File: src/rtl/bram_port_arb_pkg.sv
`default_nettype none
// ---------------------------------------------------------------------------
// bram_port_arb_pkg : shared widths, requester ids and read-tag type
// Revision 1.0
// ---------------------------------------------------------------------------
package bram_port_arb_pkg;

    localparam int BRAM_AW = 8;
    localparam int BRAM_DW = 16;

    localparam logic REQ_ID0 = 1'b0;
    localparam logic REQ_ID1 = 1'b1;

    typedef struct packed {
        logic valid;
        logic id;
    } tag_t;

    localparam tag_t TAG_EMPTY = '{valid: 1'b0, id: REQ_ID0};

endpackage
`default_nettype wire

File: src/rtl/bram_port_arb_rr_arb2.sv
`default_nettype none
// ---------------------------------------------------------------------------
// rr_arb2 : two-way round-robin / fixed-priority grant with last-grant state
// Revision 1.0
// ---------------------------------------------------------------------------
module rr_arb2
    import bram_port_arb_pkg::*;
(
    input  logic       clk,
    input  logic       rst,
    input  logic [1:0] req,
    input  logic [1:0] mask,
    input  logic       rr_en,
    output logic [1:0] gnt
);

    logic       r_last_grant;
    logic [1:0] w_elig;

    assign w_elig = req & ~mask;

    always_comb begin
        gnt = 2'b00;
        case (w_elig)
            2'b01:   gnt = 2'b01;
            2'b10:   gnt = 2'b10;
            // Tie: alternate away from the previous winner, or favour requester 0.
            2'b11:   gnt = (rr_en && (r_last_grant == REQ_ID0)) ? 2'b10 : 2'b01;
            default: gnt = 2'b00;
        endcase
    end

    always_ff @(posedge clk or posedge rst) begin
        if (rst) begin
            r_last_grant <= REQ_ID1;
        end else if (|gnt) begin
            r_last_grant <= gnt[1];
        end
    end

endmodule
`default_nettype wire

File: src/rtl/bram_port_arb.sv
`default_nettype none
// ---------------------------------------------------------------------------
// bram_port_arb : shares one 256x16 block RAM between two single-beat clients
// Revision 1.0
// ---------------------------------------------------------------------------
module bram_port_arb
    import bram_port_arb_pkg::*;
#(
    parameter int AW = BRAM_AW,
    parameter int DW = BRAM_DW,
    parameter int RR = 1
) (
    input  logic          clk,
    input  logic          rst,
    input  logic          req0_valid,
    input  logic          req0_we,
    input  logic [AW-1:0] req0_addr,
    input  logic [DW-1:0] req0_wdata,
    output logic          req0_ready,
    output logic          rsp0_valid,
    input  logic          req1_valid,
    input  logic          req1_we,
    input  logic [AW-1:0] req1_addr,
    input  logic [DW-1:0] req1_wdata,
    output logic          req1_ready,
    output logic          rsp1_valid,
    output logic [DW-1:0] rsp_rdata,
    output logic [AW-1:0] ram_raddr,
    output logic          ram_re,
    output logic [AW-1:0] ram_waddr,
    output logic [DW-1:0] ram_wdata,
    output logic          ram_we,
    output logic [DW-1:0] ram_mask,
    input  logic [DW-1:0] ram_rdata
);

    logic          w_valid [2];
    logic          w_we    [2];
    logic [AW-1:0] w_addr  [2];
    logic [DW-1:0] w_wdata [2];
    logic [1:0]    w_req;
    logic [1:0]    w_mask;
    logic [1:0]    w_gnt;
    logic          w_acc;
    logic          w_sel;
    logic          w_sel_we;
    logic [AW-1:0] w_sel_addr;
    logic [DW-1:0] w_sel_wdata;
    tag_t          r_stage1;
    tag_t          r_stage2;

    assign w_valid[0] = req0_valid;
    assign w_we[0]    = req0_we;
    assign w_addr[0]  = req0_addr;
    assign w_wdata[0] = req0_wdata;
    assign w_valid[1] = req1_valid;
    assign w_we[1]    = req1_we;
    assign w_addr[1]  = req1_addr;
    assign w_wdata[1] = req1_wdata;

    // A read to the address written at the previous edge is held off one cycle
    // so the BRAM sees the write before the read.
    genvar n;
    generate
        for (n = 0; n < 2; n++) begin : g_hazard
            assign w_req[n]  = w_valid[n];
            assign w_mask[n] = ~w_we[n] & ram_we & (w_addr[n] == ram_waddr);
        end
    endgenerate

    rr_arb2 u_arb (
        .clk   (clk),
        .rst   (rst),
        .req   (w_req),
        .mask  (w_mask),
        .rr_en (RR != 0),
        .gnt   (w_gnt)
    );

    assign req0_ready  = w_gnt[0];
    assign req1_ready  = w_gnt[1];
    assign w_acc       = |w_gnt;
    assign w_sel       = w_gnt[1];
    assign w_sel_we    = w_sel ? req1_we    : req0_we;
    assign w_sel_addr  = w_sel ? req1_addr  : req0_addr;
    assign w_sel_wdata = w_sel ? req1_wdata : req0_wdata;

    always_ff @(posedge clk or posedge rst) begin
        if (rst) begin
            ram_raddr <= '0;
            ram_re    <= 1'b0;
            ram_waddr <= '0;
            ram_wdata <= '0;
            ram_we    <= 1'b0;
            r_stage1  <= TAG_EMPTY;
            r_stage2  <= TAG_EMPTY;
        end else begin
            ram_we <= w_acc & w_sel_we;
            ram_re <= w_acc & ~w_sel_we;
            if (w_acc && w_sel_we) begin
                ram_waddr <= w_sel_addr;
                ram_wdata <= w_sel_wdata;
            end
            if (w_acc && !w_sel_we) begin
                ram_raddr <= w_sel_addr;
            end
            r_stage1 <= '{valid: w_acc & ~w_sel_we, id: w_sel};
            r_stage2 <= r_stage1;
        end
    end

    assign rsp0_valid = r_stage2.valid && (r_stage2.id == REQ_ID0);
    assign rsp1_valid = r_stage2.valid && (r_stage2.id == REQ_ID1);
    assign rsp_rdata  = ram_rdata;
    assign ram_mask   = '0;

endmodule
`default_nettype wire
File: config.mk
export PLATFORM = sky130hd
export DESIGN_NAME = bram_port_arb
export DESIGN_NICKNAME = d
export VERILOG_FILES = /design/src/rtl/bram_port_arb_pkg.sv /design/src/rtl/bram_port_arb_rr_arb2.sv /design/src/rtl/bram_port_arb.sv
export SDC_FILE = /design/constraint.sdc
export NUM_CORES = 1
export LEC_CHECK = 0
export ABC_AREA = 1
export ABC_CLOCK_PERIOD_IN_PS = 3100
export BUFFER_PORTS_ARGS = -buffer_cell sky130_fd_sc_hd__buf_4
export CORE_AREA = 4 4 77 79
export CTS_CLUSTER_SIZE = 16
export DETAILED_ROUTE_END_ITERATION = 8
export DIE_AREA = 0 0 81 83
export PLACE_DENSITY = 0.84
export SETUP_SLACK_MARGIN = 0.2
export SLEW_MARGIN = 20
export SYNTH_ARGS = -nofsm -noshare
export SYNTH_HDL_FRONTEND = slang
export SYNTH_SLANG_ARGS = --single-unit
File: constraint.sdc
create_clock -name clk -period 3.1 [get_ports clk]
set_clock_uncertainty 0.1 [all_clocks]
set_input_delay 0.31 -clock clk [delete_from_list [all_inputs] [get_ports clk]]
set_output_delay 0.31 -clock clk [all_outputs]
set_load 0.03 [all_outputs]
### After elaboration in Yosys (flattened, before gate mapping)

Cells that the tools add are included.

| storage, ports and cells | value |
|---|---|
| register bits | 38 |
| bits in latches | 0 |
| memory bits (writable) | 0 |
| memory bits (read-only) | 0 |
| logic and storage cells | 37 |
| memories | 0 |

| operators by class | value |
|---|---|
| $add $sub $neg | 0 |
| $mul | 0 |
| divide/modulo/power cells | 0 |
| $lt $le $gt $ge | 0 |
| equal/unequal tests | 5 |
| shift-type cells | 0 |
| multiplexer cells | 5 |
| bitwise logic cells | 12 |
| reduce and logical (&&, ||, !) cells | 6 |

Operator list:

| operator | number |
|---|---|
| 8-bit == test | 2 |
| 16-bit 2-to-1 mux | 1 |
| 8-bit 2-to-1 mux | 1 |
| 1-bit AND | 6 |
| 2-bit case mux with 3 select lines | 1 |
| 2-bit == test (second input constant) | 2 |
| 1-bit logical AND | 4 |
| 1-bit NOT | 4 |
| 2-bit AND | 1 |
| 2-bit by 1-bit == test with 1-bit output (second input constant) | 1 |
| 2-bit 2-to-1 mux | 1 |
| 2-bit NOT | 1 |
| 2-bit OR reduction | 1 |
| 1-bit logical NOT | 1 |
| 1-bit 2-to-1 mux | 1 |

### Depth between registers and ports, before layout

| depth | value |
|---|---|
| word-level depth | 10 |
| depth in mapped cells | 13 |

### By module

A second synthesis with hierarchy kept.

| unflattened totals | value |
|---|---|
| cell total of the unflattened synthesis | 293 |
| area, all modules | 2250.9 um^2 |

Modules (own cells, without submodules):

| module | times used | cells an instance | area each (um^2) |
|---|---|---|---|
| bram_port_arb | 1 | 278 | 2160.8 |
| rr_arb2 | 1 | 15 | 90.1 |

### Worst setup path after synthesis

No wires, ideal clock.

| path | value |
|---|---|
| path kind | flip-flop to output port |
| start point | register ram_waddr[1] |
| end point | output port req0_ready |
| data arrival time | 1.996 ns |
| path slack | 0.694 ns |
| stages on the path, launching flop included | 10 |
| buffers on the path | 1 |
| path through | dfrtp_1 -> inv_2 -> nand2_1 -> o21ai_0 -> nor2_1 -> nand3_1 -> nor2_2 -> nor2_4 -> buf_2 -> o21ai_0 |

| between the ends | value |
|---|---|
| word-level cells in the longest chain between the ends | 6 |
| elaborated cells between the ends (all ways) | 10 |

Ends and longest elaborated chain:

| item | line | RTL |
|---|---|---|
| start: declaration | bram_port_arb.sv:30 | `output logic [AW-1:0] ram_waddr,` |
| start signal: assignment | bram_port_arb.sv:101 | `ram_waddr <= w_sel_addr;` |
| 8-bit == test | bram_port_arb.sv:67 | `assign w_mask[n] = ~w_we[n] & ram_we & (w_addr[n] == ram_waddr);` |
| 1-bit AND | bram_port_arb.sv:67 |  |
| 2-bit NOT * | bram_port_arb_rr_arb2.sv:20 | `assign w_elig = req & ~mask;` |
| 2-bit AND * | bram_port_arb_rr_arb2.sv:20 |  |
| 2-bit == test / 2-bit by 1-bit == test with 1-bit output (equally long branches) | bram_port_arb_rr_arb2.sv:24 | `case (w_elig)` |
| 2-bit case mux with 3 select lines * | bram_port_arb_rr_arb2.sv:24 |  |
| end: declaration | bram_port_arb.sv:19 | `output logic req0_ready,` |

Mark *: on every way between the ends. The rest lies on a longest branch, timed or not.

### Worst setup path in the final report

| path | value |
|---|---|
| start point | register ram_waddr[4] |
| end point | output port req1_ready |

| between the ends | value |
|---|---|
| word-level cells in the longest chain between the ends | 6 |
| elaborated cells between the ends (all ways) | 10 |

Ends and longest elaborated chain:

| item | line | RTL |
|---|---|---|
| 8-bit == test | bram_port_arb.sv:67 |  |
| 1-bit AND | bram_port_arb.sv:67 |  |
| 2-bit NOT * | bram_port_arb_rr_arb2.sv:20 |  |
| 2-bit AND * | bram_port_arb_rr_arb2.sv:20 |  |
| 2-bit == test / 2-bit by 1-bit == test with 1-bit output (equally long branches) | bram_port_arb_rr_arb2.sv:24 |  |
| 2-bit case mux with 3 select lines * | bram_port_arb_rr_arb2.sv:24 |  |
| end: declaration | bram_port_arb.sv:25 | `output logic req1_ready,` |

Marks and branches as above.

==> flow_summary.ini <==
[outcome]
status = complete, no violations

[critical_path]
critical_path_class = reg2out
crit_arrival_ps = 2170
critPathLaunchType = register
endpoint_kind = primary output
crit_fanout = 28
required_ps = 2690

[layout]
area_delta_synth_final_pct = 25.41
layout_commonest_cell = nand2_1
diodes = 0
nNetsFinal = 480
final_core_util_pct = 57.50
mostFrequentLayoutCells = 140 x nand2_1, 94 x buf_4, 61 x nand3_1
drive_above_1_share_pct = 28.71
final_cells = 483

[power_and_ir_drop]
p_per_area_nw_per_um2 = 550.8
irDropWorstVdd_v = 0.0003278
leakagePower_nw = 1.804
power_w = 0.001690

[floorplanning]
die_area_um2 = 6723
initial_core_util_pct = 45.85
coreArea_um2 = 5338
die_w_um = 81
io_pins = 140
die_h_um = 83
rows = 27

[clock_network]
postCtsSetupBuffers = 0
clock-sinks = 38
ctsResizeCount = 0
cts_root_buf = clkbuf_8
insertion_delay_ps = 300
cts_tree = built
cts_buffer_depth = 2
clkTransAtPathRegs_ps = 80
cts_max_level = 2
hold_buffers = 0
cts_buffers = 5

[timing]
timing.fmax_mhz = 386.9
grt_setup_unrepaired = false
setup_viol = 0
worst_slew_pin_slew_ps = 676.6
fin_crit_ps = 2585
tns_ps = 0
maxSlewViolCount = 0
slew_headroom_pct = 54.89
hold_viol = 0
post-route-period-util_pct = 83.37

[route]
route.final.wire_length_um = 6541
route.detailed.drc = 0
ant_nets = 0
dr.pass1.iters = 4
via_count = 2319
drtIter0Drc = 146
viasPerCell = 4.801
wl_per_cell_um = 13.54

[global_route]
grt_pass1_wl_um = 10750
antenna_found_initial = 0
overflow = 0
grt_use_total_pct = 20.18
grt_pass1_vias = 2291
grt_max_degree = 39

[yosys]
synth_cell_types = 22
syn-instance-count = 339
seq_area_frac_synth_pct = 38.91
syn-cell-area_um2 = 2447
ys_seq_elements = 38
postSynthAreaPerCell_um2 = 7.219
synth_warnings = 0

[worst_hold_path]
hold_class = in2async

[place]
numPlacedInstances = 475
hpwl_um = 4864
gp_congestion = 0.8626
place.port_buffers = 91

[job]
cap_violations = 0
-- cells by family after synthesis --
logic type | after synthesis | synth area share [%]
and+or+nand+nor | 219 | 39.83
buffers and inverters | 68 | 17.38
DFF | 38 | 38.91
AOI/OAI and AO/OA | 7 | 1.585
xor gates and xnor gates | 6 | 2.147
other | 1 | 0.1532
-- critical path, cell delays in order (launching register included) --
cell     delay (ps)
dfrtp_1         450
inv_1            60
nand2_1          50
nand2_1          40
nand2_1          60
nor2_1           50
nand3_1         140
nand3_4         310
nand2_4         400
inv_1           110
buf_4           180
-- synthesized netlist by cell type --
| master | count | area, um2 |
|---|---|---|
| nor2_1 | 8 | 30.03 |
| nand3_1 | 61 | 305.3 |
| o21ai_2 | 1 | 8.760 |
| o21ai_1 | 3 | 15.01 |
| nand3_2 | 1 | 10.01 |
| nand2_4 | 4 | 45.04 |
| buf_6 | 5 | 56.30 |
| o21ai_0 | 2 | 10.01 |
| dfrtp_1 | 37 | 925.9 |
| xnor2_1 | 6 | 52.55 |
| a21oi_1 | 1 | 5.000 |
| nor2_2 | 1 | 6.260 |
| conb_1 | 1 | 3.750 |
| buf_4 | 33 | 247.7 |
| dfstp_2 | 1 | 26.28 |
| inv_2 | 4 | 15.01 |
| inv_1 | 19 | 71.32 |
| nand2_2 | 1 | 6.260 |
| nand3_4 | 2 | 35.03 |
| buf_2 | 7 | 35.03 |
| nor2_4 | 1 | 11.26 |
| nand2_1 | 140 | 525.5 |
-- registers in the layout, indices dropped and copies added (netlist names) --
signal and count:
r_stage1 2, r_stage2 2, ram_raddr 8, ram_waddr 8
ram_wdata 16, ram_we 1, u_arb.r_last_grant 1
-- power by group --
part | switching [W] | internal (W)
registers | 0.0000631 | 0.000575
logic | 0.000406 | 0.000230
clock network | 0.000179 | 0.000237
-- layout make-up --
cell class	instances	area [um2]
flip-flops and latches	38	952.2
fillers	500	2268
clock inverters	3	40.04
multi-input cells	248	1126
well taps	72	90.09
repair buffers	94	705.7
inverters	23	86.33
clock buffers	5	68.82
-- per-stage QoR --
| step | cell area (um2) | worst slack (ps) | hold WS [ps] |
|---|---|---|---|
| floorplan | 2504 | 693.8 | 231.2 |
| global placement | 2960 | 807.1 | 233.3 |
| detailed placement | 2960 | 721.8 | 238.5 |
| CTS | 3069 | 516.7 | 46.31 |
| global route | 3069 | 310.8 | 78.06 |
| finish | 3069 | 515.4 | 29.68 |
-- metal layers --
layer | vias up | part of all wire (%) | global-route usage (%)
met3 | 8 | 11 | 5.965
met2 | 120 | 49 | 34.88
li1 | 1153 | - | -
met5 | - | 0 | 0
met4 | 0 | 0.67 | 3.994
met1 | 1038 | 39 | 24.60
-- path summary, 6_finish.rpt --
check / from / end / slack (ps) / depth (start not counted)
max: ram_waddr[4] / req1_ready / 520 / 10
min: rst / ram_wdata[13] / 30 / 3
min in group clk: req0_valid / u_arb.r_last_grant / 210 / 4
max reg2reg: ram_waddr[5] / ram_wdata[14] / 690 / 10
min reg2reg: r_stage1[0] / r_stage2[0] / 260 / 0
max in group asynchronous: rst / u_arb.r_last_grant / 2520 / 3
Power figures use the tool's default switching activity.
